`config.mk`:
```
export PLATFORM = sky130hd
export DESIGN_NAME = hilo_muldiv_ctrl
export DESIGN_NICKNAME = d
export VERILOG_FILES = /design/src/rtl/hilo_muldiv_ctrl.sv
export SDC_FILE = /design/constraint.sdc
export NUM_CORES = 1
export LEC_CHECK = 0
export CORE_UTILIZATION = 30
export CTS_CLUSTER_SIZE = 25
export DETAILED_ROUTE_END_ITERATION = 6
export PLACE_DENSITY = 0.51
export SLEW_MARGIN = 40
export SYNTH_ARGS = -nofsm -noshare
export SYNTH_HDL_FRONTEND = slang
export SYNTH_SLANG_ARGS = --single-unit
```
`constraint.sdc`:
```
create_clock -name clk -period 5.7 [get_ports clk]
set_clock_uncertainty 0.15 [all_clocks]
set_input_delay 1.14 -clock clk [delete_from_list [all_inputs] [get_ports clk]]
set_output_delay 1.14 -clock clk [all_outputs]
set_load 0.05 [all_outputs]
```
`src/rtl/hilo_muldiv_ctrl.sv`:
```
// HI/LO multiply/divide sequencer: 32-step shift-add multiply and restoring divide.
// Define HILO_FAST_MUL_EN to compute MULT/MULTU in a single cycle instead.
module hilo_muldiv_ctrl #(
    parameter int WIDTH = 32,
    parameter int CNT_W = 6
) (
    input  logic             clk,
    input  logic             rst,
    input  logic             start,
    input  logic [2:0]       op,
    input  logic [WIDTH-1:0] rs_val,
    input  logic [WIDTH-1:0] rt_val,
    input  logic             flush,
    output logic             busy,
    output logic [WIDTH-1:0] hi_wdata,
    output logic [WIDTH-1:0] lo_wdata,
    output logic             hi_we,
    output logic             lo_we,
    output logic             done,
    output logic             div_by_zero
);

    localparam logic [2:0] OP_MULT  = 3'b000;
    localparam logic [2:0] OP_MULTU = 3'b001;
    localparam logic [2:0] OP_DIV   = 3'b010;
    localparam logic [2:0] OP_DIVU  = 3'b011;
    localparam logic [2:0] OP_MTHI  = 3'b100;
    localparam logic [2:0] OP_MTLO  = 3'b101;

    localparam logic [CNT_W-1:0] LAST_CNT = CNT_W'(WIDTH - 1);

    typedef enum logic [1:0] {
        S_IDLE,
        S_MUL,
        S_DIV,
        S_WRITE
    } state_t;

    state_t state, state_n;

    logic [CNT_W-1:0]   cnt;
    logic [WIDTH-1:0]   opnd_b;
    logic [WIDTH-1:0]   acc_hi;
    logic [WIDTH-1:0]   acc_lo;
    logic               neg_q;
    logic               rneg_q;

    logic               is_mul_op;
    logic               is_div_op;
    logic               is_mt_op;
    logic               is_signed_op;
    logic               accept;
    logic               last_iter;
    logic [WIDTH-1:0]   rs_mag;
    logic [WIDTH-1:0]   rt_mag;
    logic [2*WIDTH-1:0] mul_nxt;
    logic [2*WIDTH-1:0] mul_res;
    logic [2*WIDTH-1:0] div_nxt;
    logic [WIDTH-1:0]   quo_res;
    logic [WIDTH-1:0]   rem_res;

    function automatic logic [WIDTH-1:0] magnitude(input logic [WIDTH-1:0] x, input logic sgn);
        return (sgn && x[WIDTH-1]) ? (~x + 1'b1) : x;
    endfunction

    function automatic logic [WIDTH-1:0] apply_sign_w(input logic neg, input logic [WIDTH-1:0] x);
        return neg ? (~x + 1'b1) : x;
    endfunction

    function automatic logic [2*WIDTH-1:0] apply_sign_2w(input logic neg, input logic [2*WIDTH-1:0] x);
        return neg ? (~x + 1'b1) : x;
    endfunction

    // One shift-add step: {hi, lo} holds the partial product above the unconsumed multiplier bits.
    function automatic logic [2*WIDTH-1:0] mul_step(input logic [2*WIDTH-1:0] prod,
                                                    input logic [WIDTH-1:0]   mcand);
        logic [WIDTH:0] sum;
        sum = {1'b0, prod[2*WIDTH-1:WIDTH]} + (prod[0] ? {1'b0, mcand} : {(WIDTH+1){1'b0}});
        return {sum, prod[WIDTH-1:1]};
    endfunction

    // One restoring step: hi is the running remainder, lo shifts dividend bits out and quotient bits in.
    function automatic logic [2*WIDTH-1:0] div_step(input logic [WIDTH-1:0] rem,
                                                    input logic [WIDTH-1:0] quo,
                                                    input logic [WIDTH-1:0] dvs);
        logic [WIDTH:0] sh;
        logic           ge;
        sh = {rem, quo[WIDTH-1]};
        ge = (sh >= {1'b0, dvs});
        if (ge) begin
            sh = sh - {1'b0, dvs};
        end
        return {sh[WIDTH-1:0], quo[WIDTH-2:0], ge};
    endfunction

    assign is_mul_op    = (op == OP_MULT) || (op == OP_MULTU);
    assign is_div_op    = (op == OP_DIV)  || (op == OP_DIVU);
    assign is_mt_op     = (op == OP_MTHI) || (op == OP_MTLO);
    assign is_signed_op = (op == OP_MULT) || (op == OP_DIV);
    assign rs_mag       = magnitude(rs_val, is_signed_op);
    assign rt_mag       = magnitude(rt_val, is_signed_op);

    // flush wins over a simultaneous start; illegal opcodes are simply not accepted
    assign accept    = (state == S_IDLE) && start && !flush && (is_mul_op || is_div_op || is_mt_op);
    assign last_iter = (cnt == LAST_CNT);
    assign busy      = (state != S_IDLE);

    assign mul_nxt = mul_step({acc_hi, acc_lo}, opnd_b);
    assign mul_res = apply_sign_2w(neg_q, mul_nxt);
    assign div_nxt = div_step(acc_hi, acc_lo, opnd_b);
    assign quo_res = apply_sign_w(neg_q, div_nxt[WIDTH-1:0]);
    assign rem_res = apply_sign_w(rneg_q, div_nxt[2*WIDTH-1:WIDTH]);

`ifdef HILO_FAST_MUL_EN
    logic [2*WIDTH-1:0] fast_prod;
    assign fast_prod = apply_sign_2w(is_signed_op & (rs_val[WIDTH-1] ^ rt_val[WIDTH-1]),
                                     {{WIDTH{1'b0}}, rs_mag} * {{WIDTH{1'b0}}, rt_mag});
`endif

    always_ff @(posedge clk or posedge rst) begin
        if (rst) begin
            state <= S_IDLE;
        end else begin
            state <= state_n;
        end
    end

    always_comb begin
        state_n = state;
        case (state)
            S_IDLE: begin
                if (accept) begin
                    if (is_mul_op) begin
`ifdef HILO_FAST_MUL_EN
                        state_n = S_WRITE;
`else
                        state_n = S_MUL;
`endif
                    end else if (is_div_op && (rt_val != '0)) begin
                        state_n = S_DIV;
                    end else begin
                        state_n = S_WRITE;
                    end
                end
            end
            S_MUL, S_DIV: begin
                if (flush) begin
                    state_n = S_IDLE;
                end else if (last_iter) begin
                    state_n = S_WRITE;
                end
            end
            S_WRITE: state_n = S_IDLE;
            default: state_n = S_IDLE;
        endcase
    end

    // Write strobes are registered on entry to WRITE so they are stable across the whole cycle.
    always_ff @(posedge clk or posedge rst) begin
        if (rst) begin
            cnt         <= '0;
            opnd_b      <= '0;
            acc_hi      <= '0;
            acc_lo      <= '0;
            neg_q       <= 1'b0;
            rneg_q      <= 1'b0;
            hi_wdata    <= '0;
            lo_wdata    <= '0;
            hi_we       <= 1'b0;
            lo_we       <= 1'b0;
            done        <= 1'b0;
            div_by_zero <= 1'b0;
        end else begin
            hi_we       <= 1'b0;
            lo_we       <= 1'b0;
            done        <= 1'b0;
            div_by_zero <= 1'b0;
            if (accept) begin
                cnt    <= '0;
                acc_hi <= '0;
                if (is_mul_op) begin
                    opnd_b <= rs_mag;
                    acc_lo <= rt_mag;
                    neg_q  <= is_signed_op & (rs_val[WIDTH-1] ^ rt_val[WIDTH-1]);
                    rneg_q <= 1'b0;
`ifdef HILO_FAST_MUL_EN
                    hi_wdata <= fast_prod[2*WIDTH-1:WIDTH];
                    lo_wdata <= fast_prod[WIDTH-1:0];
                    hi_we    <= 1'b1;
                    lo_we    <= 1'b1;
                    done     <= 1'b1;
`endif
                end else if (is_div_op) begin
                    opnd_b <= rt_mag;
                    acc_lo <= rs_mag;
                    neg_q  <= is_signed_op & (rs_val[WIDTH-1] ^ rt_val[WIDTH-1]);
                    rneg_q <= is_signed_op & rs_val[WIDTH-1];
                    if (rt_val == '0) begin
                        done        <= 1'b1;
                        div_by_zero <= 1'b1;
                    end
                end else begin
                    done <= 1'b1;
                    if (op == OP_MTHI) begin
                        hi_wdata <= rs_val;
                        hi_we    <= 1'b1;
                    end else begin
                        lo_wdata <= rs_val;
                        lo_we    <= 1'b1;
                    end
                end
            end else if ((state == S_MUL) && !flush) begin
                {acc_hi, acc_lo} <= mul_nxt;
                cnt              <= cnt + 1'b1;
                if (last_iter) begin
                    hi_wdata <= mul_res[2*WIDTH-1:WIDTH];
                    lo_wdata <= mul_res[WIDTH-1:0];
                    hi_we    <= 1'b1;
                    lo_we    <= 1'b1;
                    done     <= 1'b1;
                end
            end else if ((state == S_DIV) && !flush) begin
                {acc_hi, acc_lo} <= div_nxt;
                cnt              <= cnt + 1'b1;
                if (last_iter) begin
                    hi_wdata <= rem_res;
                    lo_wdata <= quo_res;
                    hi_we    <= 1'b1;
                    lo_we    <= 1'b1;
                    done     <= 1'b1;
                end
            end
        end
    end

endmodule

```
==> results.md <==
- PnR worst setup slack: between 200 and 250 ps
- Post-synth EDFFs: 0
- WP buf/inv: 0
- RSZ-0062 raised after global routing: false
- TritonRoute pass-1 iters: 7
- Max incr delay on CP: between 700 and 800 ps
- Unique masters post-synth: 78
- Vias/cell: about 6
- Core Area: around 58000 sq um
- DRC: 0
- Run status: completed
- Final min period: roughly 5500 ps
- Die Y: 244 microns
- IO Count: 140
- Postcts setup bufs: 0
- Slew Limit Fails: 0
- Final GP Congestion: 1.00
- Syn Nets: approximately 2600
- Initial antenna violation count: 4
- Port buffer count: between 100 and 150
- Dpl hpwl: between 60 and 70 mm
- Final Cycle Share: a little over nine tenths
- HP Class: register to register
- Pin slew with the least headroom to its limit: roughly 930 ps
- Setup-failing EPs final: 0
- Slowest CP cell: or4b_1
- Mean post-synth cell area: about 7 sq um
- Iter 0 DRT Violations: about 2700
- Sequential element share of the synthesized area: about a quarter
- CP Capture Type: register
- GR Overflow Total: 0
- Num CTS Buffers: 17
- Share of cells above drive strength 1: 6.21%
- Synth warnings: 0
- Worst setup SP type: register
- Layout fillers: slightly above 6000
- Worst-Skew Late Latency: 480 ps
- Clk root buf: clkbuf_16
- #FFs+latches synth: approximately 170
- Post-Route WL: around 78 mm
- Starting Density: 30.5%
- Via Count: 19200
- Crit-path leading delay family: simple AND/OR/NAND/NOR gates
- Row count: 88
- Mapped cell area: 17600 sq um
- CP arrival: approximately 5800 ps
- H-tree depth: 4
- CTS tree: yes
- Die area: between 50000 and 60000 sq um
- First-pass GRT wire length: around 120 mm
- Ys async rst share: 100%
- Deepest clock path buffer count: 2
- Setup CP Type: register to register
- CP required: between 5000 and 6000 ps
- GRT Overall Usage: approximately 26%
- Final #Nets: about 2600
- Final hold viol count: 0
- Largest net degree at the start of global routing: 119
- Rel. slew slack: 37.8%
- Fmax: 0.182 GHz
- Post-place setup slack: -136 ps
- # clock sinks: between 150 and 200
- Most used DFF post-synth: dfrtp_1
- Clock Pin Slew Worst Setup and Hold Paths: roughly 80 ps
- Area growth syn-to-layout: 17.4%
- DRT antenna net count: 0
- Wire per inst: about 24 microns
- Total of max-cap violations: 0
- Post-synthesis instance total: 2440
- Worst-path fanout max: 9
- Vias in the first global route: roughly 18000
- CP Cell Sequence: nor4_1 > nand4_1 > or4_4 > or3_4 > nor4_1 > nand3_1 > or4b_1 > nor3b_1 > and4b_1 > mux2i_1 > nand3_1 > o2bb2ai_1
- Die W: 244 microns
==> flip-flops by register name, indices dropped and copies added (netlist names) <==
| name | cells |
|---|---|
| state | 2 |
| acc_hi | 32 |
| rneg_q | 1 |
| lo_wdata | 32 |
| hi_we | 1 |
| acc_lo | 32 |
| done | 1 |
| opnd_b | 32 |
| hi_wdata | 32 |
| cnt | 6 |
| div_by_zero | 1 |
| lo_we | 1 |
| neg_q | 1 |
==> layout make-up <==
type	count	area, sq um	area share, %
clock inverter	15	165	0.799
multi-input combinational	2019	12400	60.1
timing repair buffer	215	2050	9.92
clock buffer	17	425	2.06
sequential	174	4360	21.1
inverter	73	278	1.34
tap	765	957	4.63
antenna	1	2.50	0.0121
==> per-stage QoR <==
stage	cell area, sq um	utilization [%]	hold WS [ps]	instances	setup TNS [ps]
after floorplan	17600	-	300	2440	0
after global placement	19900	34.5	314	3241	-89.4
after detailed placement	20000	34.6	321	3244	-136
after CTS	20600	35.6	339	3276	0
after global routing	20700	35.7	353	3278	0
final	20700	35.7	333	3279	0
==> cell usage in the layout, fill, tap and decap left out, types with 6 or more instances in the layout <==
cell	synthesis	layout
o221ai_1	6	6
buf_4	0	66
a21boi_0	11	11
mux2i_1	45	45
xor2_1	94	94
xnor2_1	127	124
nor4_1	21	19
clkbuf_16	0	17
o21ai_0	192	188
clkdlybuf4s50_1	0	138
o21a_1	23	23
nand3_1	32	32
nor3_1	48	48
nand3b_1	9	9
nand2b_1	19	17
and3_1	22	22
nand2_1	319	318
a21oi_1	254	252
ha_1	74	74
and2_1	17	17
a211oi_1	60	59
nand4_1	25	25
o41ai_1	13	13
a31oi_1	19	19
a311oi_1	8	8
o21ai_1	3	6
a211o_1	8	8
or4_1	14	14
or2_2	11	11
inv_1	72	71
or3_1	20	20
dfrtp_1	174	173
o31ai_1	49	48
o211ai_1	41	41
nor2b_1	9	7
o22ai_1	21	21
a221oi_1	12	12
a21o_1	21	20
nor2_1	294	294
==> path summary, 6_finish.rpt <==
path / cells past startpoint / startpoint / slack, ps / end
min in group asynchronous: 3 / rst / 1010 / acc_lo[12]
hold reg to reg: 2 / opnd_b[30] / 330 / opnd_b[30]
max in group asynchronous: 3 / rst / 3680 / acc_hi[15]
setup / recovery: 12 / acc_lo[3] / 210 / hi_wdata[31]
hold / removal: 2 / opnd_b[30] / 330 / opnd_b[30]
setup reg to reg: 12 / acc_lo[3] / 210 / hi_wdata[31]
==> logic make-up (layout without fill, tap and decap cells) <==
family / after synthesis / in the layout / share of synthesized area [%]
simple gates: 886 / 886 / 22.9
compound gates: 789 / 789 / 27.9
fa+ha+maj: 76 / 76 / 5.49
buf+inv: 247 / 320 / 5.33
flops: 174 / 174 / 24.7
other cells: 0 / 1 / 0
xor+xnor: 221 / 221 / 11.0
mux: 47 / 47 / 2.69
==> cell usage after synthesis, types with 32 or more instances <==
| cell type | n | share of area, % |
|---|---|---|
| nor2_1 | 294 | 6.3 |
| o211ai_1 | 41 | 1.7 |
| nand3_1 | 32 | 0.91 |
| nor3_1 | 48 | 1.4 |
| a211oi_1 | 60 | 2.6 |
| dfrtp_1 | 174 | 25 |
| xor2_1 | 94 | 4.7 |
| xnor2_1 | 127 | 6.3 |
| o31ai_1 | 49 | 2.1 |
| ha_1 | 74 | 5.3 |
| o21ai_0 | 192 | 5.5 |
| clkbuf_1 | 150 | 3.2 |
| a21oi_1 | 254 | 7.2 |
| inv_1 | 72 | 1.5 |
| mux2i_1 | 45 | 2.6 |
| nand2_1 | 319 | 6.8 |
==> per-layer routing <==
metal | vias up | track usage, % | share of wire [%]
met2 | 924 | 38.4 | 43
li1 | 8840 | - | -
met1 | 9288 | 36.6 | 45
met5 | - | 0 | 0.047
met4 | 6 | 8.97 | 3.3
met3 | 125 | 5.54 | 8.6
==> worst reg2reg max path, delay by kind of cell (launching register included) <==
family / cells / cell delay (ps)
AND/OR/NAND/NOR: 10 / 4440
flip-flops: 1 / 510
multiplexers: 1 / 200
AO/OA/AOI/OAI: 1 / 120
==> repair_timing <==
item                       in CTS  in global routing
setup endpoints to repair       0                  3
resized for setup               0                  2
hold buffers                    0                  0
Power is not shown: default switching activity piles up to over one toggle a cycle in this logic, so the estimate is an artifact.
==> RTL edit 1, RTL diff (same settings) <==
Set the parameter `WIDTH` to 48 (it was 32).
--- a/src/rtl/hilo_muldiv_ctrl.sv
+++ b/src/rtl/hilo_muldiv_ctrl.sv
@@ -2,5 +2,5 @@
 // Define HILO_FAST_MUL_EN to compute MULT/MULTU in a single cycle instead.
 module hilo_muldiv_ctrl #(
-    parameter int WIDTH = 32,
+    parameter int WIDTH = 48,
     parameter int CNT_W = 6
 ) (
Ports: changed (resized hi_wdata, lo_wdata, rs_val and rt_val); port bits go from 140 to 204. The function was not compared with the original's and may differ.
==> RTL edit 1 against the original RTL <==
  * Worst hold slack got worse by 5.6 ps
  * Sequential cell count increased by 80
  * Routed wire length increased by 82%
  * Setup slack got worse by 50 ps
  * Synthesized cell count increased by 63%
  * Area after synthesis increased by 57%
  * First-iteration DRC count increased by 47%
  * Design area increased by 66%
Power is not shown: default switching activity piles up to over one toggle a cycle in this logic, so the estimate is an artifact.
==> RTL edit 1: results (changes against the original RTL) <==
Post-synth cell types: 99 (was 78)
Area after DPL: 32900 µm² (was 20000 µm²)
H-tree levels: 2 (was 4)
Top cells by area, synth: dfrtp_1, a21oi_1, nand2_1 (unchanged)
FF-to-FF setup slack: 160 ps (was 210 ps)
Pre-antenna DRT Iters: 6 (was 7)
Clock Latency Late Sink: 580 ps (was 480 ps)
Initial antenna violation count: 16 (was 4)
WL met3: 12.2 mm (was 6.77 mm)
Drt initial violations: 3948 (was 2684)
Vias in the first global route: 29400 (was 17800)
CTS root buf: clkbuf_16 (unchanged)
Wl on met1: 61.5 mm (was 35.2 mm)
Fillers: 9640 (was 6136)
Num CTS Buffers: 35 (was 17)
Congestion Overflow GR: 0 (unchanged)
Worst slew margin: 0.379 (was 0.378)
GRT Total Usage: 0.295 (was 0.258)
GPL Wtd Cong: 0.998 (was 1.00)
Vias/cell: 5.84 (was 5.85)
Share of layout cells above drive strength 1: 0.127 (was 0.0621)
First-pass GRT wire length: 205 mm (was 117 mm)
I/O Buffers: 203 (was 139)
Detailed placement HPWL: 114 mm (was 61.0 mm)
Layout Nets: 4483 (was 2647)
Arr. time, crit path: 5880 ps (was 5750 ps)
Pin count of the biggest net entering global routing: 118 (was 119)
Worst Path Max Fanout: 8 (was 9)
Post CTS Setup Buffer Count: 0 (unchanged)
Synth warn: 0 (unchanged)
Post-CTS sizing: 1 (was 0)
Uppermost layer routed: met5 (unchanged)
Main flop type after synthesis: dfrtp_1 (unchanged)
Seq/Total Area, Yosys: 0.230 (was 0.247)
CTS Buffer Depth: 3 (was 2)
Syn_nets: 4180 (was 2587)
Met2 WL: 62.5 mm (was 33.8 mm)
Commonest cells post-synth: nand2_1, nor2_1, a21oi_1 (unchanged)
Clock transition at path regs: 60 ps (was 80 ps)
Run status: complete, no violations (unchanged)
DR WL/cell: 26.0 µm (was 23.9 µm)
Ys async rst share: 1.00 (unchanged)
Worst hold-check path type: flop to flop (unchanged)
==> RTL edit 1: cell count changes in the layout (fill, tap and decap cells not counted), moves of 80 or more <==
cell	delta
o21ai_0	+89
nand2_1	+227
buf_4	+293
dfrtp_1	+80
nor2_1	+195
a21oi_1	+219
==> RTL edit 1: routing by layer <==
| layer | vias to the layer above | global-route usage |
|---|---|---|
| li1 | 14800 | - |
| met1 | 15400 | 0.404 |
| met2 | 1508 | 0.458 |
| met3 | 242 | 0.0514 |
| met4 | 18 | 0.112 |
| met5 | - | 0 |
==> RTL edit 1: logic make-up (layout without fill, tap and decap cells) <==
group | after synthesis | count (layout) | share of synthesized area
DFF | 254 | 254 | 0.230
buffers and inverters | 406 | 732 | 0.0574
other | 0 | 3 | 0
xor gates and xnor gates | 313 | 313 | 0.0991
AOI/OAI and AO/OA | 1307 | 1307 | 0.293
muxes | 52 | 52 | 0.0193
adders and majority gates | 108 | 108 | 0.0494
and+or+nand+nor | 1529 | 1529 | 0.252
==> RTL edit 1: per-stage QoR <==
stage	cells	utilization	hold slack [ps]	setup WS [ps]
2_1_floorplan	3969	-	300	0.00266
3_3_place_gp	5408	0.363	311	-110
3_5_place_dp	5408	0.363	321	-43.9
4_1_cts	5468	0.376	334	49.9
5_1_grt	5471	0.378	355	-8.69
6_report	5474	0.378	328	164
==> RTL edit 1: worst max-delay path, stage by stage, from the launching register on <==
cell	delay (ps)
dfrtp_1	350
inv_1	60
ha_1	440
a21oi_1	150
o21ai_0	600
a221oi_4	180
a211o_4	390
nand2_8	100
inv_2	40
mux2i_2	220
ha_2	240
inv_1	50
or4_1	570
o31a_1	360
or3_4	460
or4_4	620
a311o_1	360
a21oi_2	110
==> RTL edit 1: area by class of cell <==
| type | count | share of cell area |
|---|---|---|
| Clock buffer | 48 | 0.0293 |
| Timing Repair Buffer | 573 | 0.144 |
| Antenna cell | 3 | 0.000219 |
| Inverter | 99 | 0.0109 |
| Clock inverter | 12 | 0.00522 |
| Multi-Input combinational cell | 3309 | 0.582 |
| Sequential cell | 254 | 0.185 |
| Tap cell | 1176 | 0.0429 |
==> RTL edit 1: final timing paths <==
kind,from,to,depth (start not counted)
worst max-delay path,opnd_b[26]$_DFFE_PP0P_,hi_wdata[38]$_DFFE_PP0P_,17
worst min-delay path,opnd_b[25]$_DFFE_PP0P_,opnd_b[25]$_DFFE_PP0P_,2
worst max register to register,opnd_b[26]$_DFFE_PP0P_,hi_wdata[38]$_DFFE_PP0P_,17
worst min register to register,opnd_b[25]$_DFFE_PP0P_,opnd_b[25]$_DFFE_PP0P_,2
max in group asynchronous,rst,acc_hi[24]$_DFFE_PP0P_,3
min in group asynchronous,rst,acc_lo[14]$_DFFE_PP0P_,2
==> RTL edit 2, RTL diff (config.mk and constraints unchanged) <==
Without the edit above. Add an input register stage for `start`, `op` and `flush`; this delays them by one clock. The other inputs are not delayed to match.
--- a/src/rtl/hilo_muldiv_ctrl.sv
+++ b/src/rtl/hilo_muldiv_ctrl.sv
@@ -37,4 +37,14 @@
     } state_t;
 
+    logic start_q;
+    logic [2:0] op_q;
+    logic flush_q;
+
+    always_ff @(posedge clk) begin
+        start_q <= start;
+        op_q    <= op;
+        flush_q <= flush;
+    end
+
     state_t state, state_n;
 
@@ -94,13 +104,13 @@
     endfunction
 
-    assign is_mul_op    = (op == OP_MULT) || (op == OP_MULTU);
-    assign is_div_op    = (op == OP_DIV)  || (op == OP_DIVU);
-    assign is_mt_op     = (op == OP_MTHI) || (op == OP_MTLO);
-    assign is_signed_op = (op == OP_MULT) || (op == OP_DIV);
+    assign is_mul_op    = (op_q == OP_MULT) || (op_q == OP_MULTU);
+    assign is_div_op    = (op_q == OP_DIV)  || (op_q == OP_DIVU);
+    assign is_mt_op     = (op_q == OP_MTHI) || (op_q == OP_MTLO);
+    assign is_signed_op = (op_q == OP_MULT) || (op_q == OP_DIV);
     assign rs_mag       = magnitude(rs_val, is_signed_op);
     assign rt_mag       = magnitude(rt_val, is_signed_op);
 
     // flush wins over a simultaneous start; illegal opcodes are simply not accepted
-    assign accept    = (state == S_IDLE) && start && !flush && (is_mul_op || is_div_op || is_mt_op);
+    assign accept    = (state == S_IDLE) && start_q && !flush_q && (is_mul_op || is_div_op || is_mt_op);
     assign last_iter = (cnt == LAST_CNT);
     assign busy      = (state != S_IDLE);
@@ -145,5 +155,5 @@
             end
             S_MUL, S_DIV: begin
-                if (flush) begin
+                if (flush_q) begin
                     state_n = S_IDLE;
                 end else if (last_iter) begin
@@ -202,5 +212,5 @@
                 end else begin
                     done <= 1'b1;
-                    if (op == OP_MTHI) begin
+                    if (op_q == OP_MTHI) begin
                         hi_wdata <= rs_val;
                         hi_we    <= 1'b1;
@@ -210,5 +220,5 @@
                     end
                 end
-            end else if ((state == S_MUL) && !flush) begin
+            end else if ((state == S_MUL) && !flush_q) begin
                 {acc_hi, acc_lo} <= mul_nxt;
                 cnt              <= cnt + 1'b1;
@@ -220,5 +230,5 @@
                     done     <= 1'b1;
                 end
-            end else if ((state == S_DIV) && !flush) begin
+            end else if ((state == S_DIV) && !flush_q) begin
                 {acc_hi, acc_lo} <= div_nxt;
                 cnt              <= cnt + 1'b1;
Check against the original RTL: not equivalent (a bounded check fails within 4 cycles, from zero or initial values and one cycle with rst high).
==> RTL edit 2 against the original RTL <==
  * Setup slack better by 190 ps
  * Core utilization hardly changed
  * Routed wire length is 2.1% higher
  * Sequential cell count is 5 higher
  * Area after synthesis is 0.70% higher
  * Die area is 0.69% higher
  * Design area is 0.41% higher
  * Highest routed layer unchanged
Power is left out: the tool's default activity adds up to more than one toggle a clock period on the data nets, which glitch-free logic cannot reach.
==> RTL edit 2: results (changes against the original RTL) <==
Commonest cells post-synth: nand2_1, nor2_1, a21oi_1 (unchanged)
Num CTS Buffers: 17 (unchanged)
CTS root buf: clkbuf_16 (unchanged)
Clock Latency Late Sink: 480 ps (about the same)
Seq/Total Area, Yosys: 0.251 (was 0.247)
Arr. time, crit path: 5530 ps (was 5750 ps)
Area after DPL: 20100 µm² (was 20000 µm²)
Fillers: 6249 (was 6136)
CTS Buffer Depth: 2 (unchanged)
Worst slew margin: 0.375 (was 0.378)
Synth warn: 0 (unchanged)
Area share of fa/ha/maj cells after synthesis: 0.0545 (was 0.0549)
DR WL/cell: 24.5 µm (was 23.9 µm)
Wl on met1: 36.4 mm (was 35.2 mm)
Pin count of the biggest net entering global routing: 73 (was 119)
GPL Wtd Cong: 0.984 (was 1.00)
Worst Path Max Fanout: 7 (was 9)
I/O Buffers: 139 (unchanged)
Max incr delay on CP: 590 ps (was 770 ps)
Uppermost layer routed: met5 (unchanged)
Final hold slack: 333 ps (about the same)
Clock transition at path regs: 80 ps (about the same)
Pre-CTS setup slack: 378 ps (was -136 ps)
Final period util: 0.930 (was 0.962)
First-pass GRT wire length: 119 mm (was 117 mm)
Sequential cell area: 4460 µm² (was 4360 µm²)
GRT Total Usage: 0.265 (was 0.258)
Ys async rst share: 0.972 (was 1.00)
Detailed placement HPWL: 62.8 mm (was 61.0 mm)
Layout Nets: 2634 (was 2647)
Max capacitance violation total: 0 (unchanged)
Run status: complete, no violations (unchanged)
Post-CTS sizing: 0 (unchanged)
Compound-Gate Fraction of Synth Area: 0.285 (was 0.279)
Post-synth cell types: 83 (was 78)
Post-synthesis xor/xnor area fraction: 0.111 (was 0.110)
Pre-antenna DRT Iters: 5 (was 7)
Area leader, netlist: dfrtp_1 (unchanged)
Syn_area_per_cell: 7.31 µm² (was 7.21 µm²)
Post CTS Setup Buffer Count: 0 (unchanged)
Share of layout cells above drive strength 1: 0.0636 (was 0.0621)
Top cells by area, synth: dfrtp_1, a21oi_1, xnor2_1 (was dfrtp_1, a21oi_1, nand2_1)
Critical path's slowest cell: a2111oi_4 (was or4b_1)
H-tree levels: 4 (unchanged)
FF-to-FF setup slack: 400 ps (was 210 ps)
Drt initial violations: 1909 (was 2684)
Cell count after placement: 3232 (was 3244)
Met2 WL: 35.5 mm (was 33.8 mm)
Post-synthesis mux area share: 0.0296 (was 0.0269)
Worst hold-check path type: flop to flop (unchanged)
Initial antenna violation count: 3 (was 4)
Vias in the first global route: 17900 (was 17800)
Routed vias: 18900 (was 19200)
WL met3: 5.36 mm (was 6.77 mm)
Layout Cells excl Fill: 3266 (was 3279)
-- RTL edit 2: cell count changes after synthesis, sizes merged, moves of 8 or more --
cell,before,now
a21o,21,34
a21oi,254,245
a31oi,19,27
and3,22,12
buf,23,33
clkbuf,151,137
nand2,319,294
nor2,294,277
o21a,23,11
o21ai,195,205
o21bai,2,10
-- RTL edit 2: path summary, 6_finish.rpt --
check | startpoint | to | depth (start not counted)
max reg2reg | acc_hi[2]$_DFFE_PP0P_ | hi_wdata[30]$_DFFE_PP0P_ | 18
max | acc_hi[2]$_DFFE_PP0P_ | hi_wdata[30]$_DFFE_PP0P_ | 18
max in group asynchronous | rst | acc_lo[17]$_DFFE_PP0P_ | 4
min reg2reg | opnd_b[10]$_DFFE_PP0P_ | opnd_b[10]$_DFFE_PP0P_ | 2
min | opnd_b[10]$_DFFE_PP0P_ | opnd_b[10]$_DFFE_PP0P_ | 2
min in group asynchronous | rst | hi_wdata[19]$_DFFE_PP0P_ | 2
-- RTL edit 2: routing by layer --
layer / GRT usage / vias up
met5: 0 / -
met4: 0.0941 / 2
met3: 0.0460 / 124
met2: 0.409 / 764
met1: 0.368 / 9207
li1: - / 8827
-- RTL edit 2: area by class of cell --
class,count,share of cell area
multi-input combinational,2002,0.599
sequential,179,0.215
timing repair buffer,212,0.0977
tap,765,0.0461
clock buffer,21,0.0227
inverter,75,0.0139
clock inverter,11,0.00561
antenna,1,0.000121
-- RTL edit 2: critical path: cells and delay by family, from the launching register on --
family / cells / cell delay, ps
AND/OR/NAND/NOR: 6 / 1270
multiplexers: 1 / 250
buffers and inverters: 1 / 90
adder cells (fa/ha/maj): 2 / 680
XOR/XNOR: 1 / 190
AO/OA/AOI/OAI: 7 / 2130
flip-flops: 1 / 450
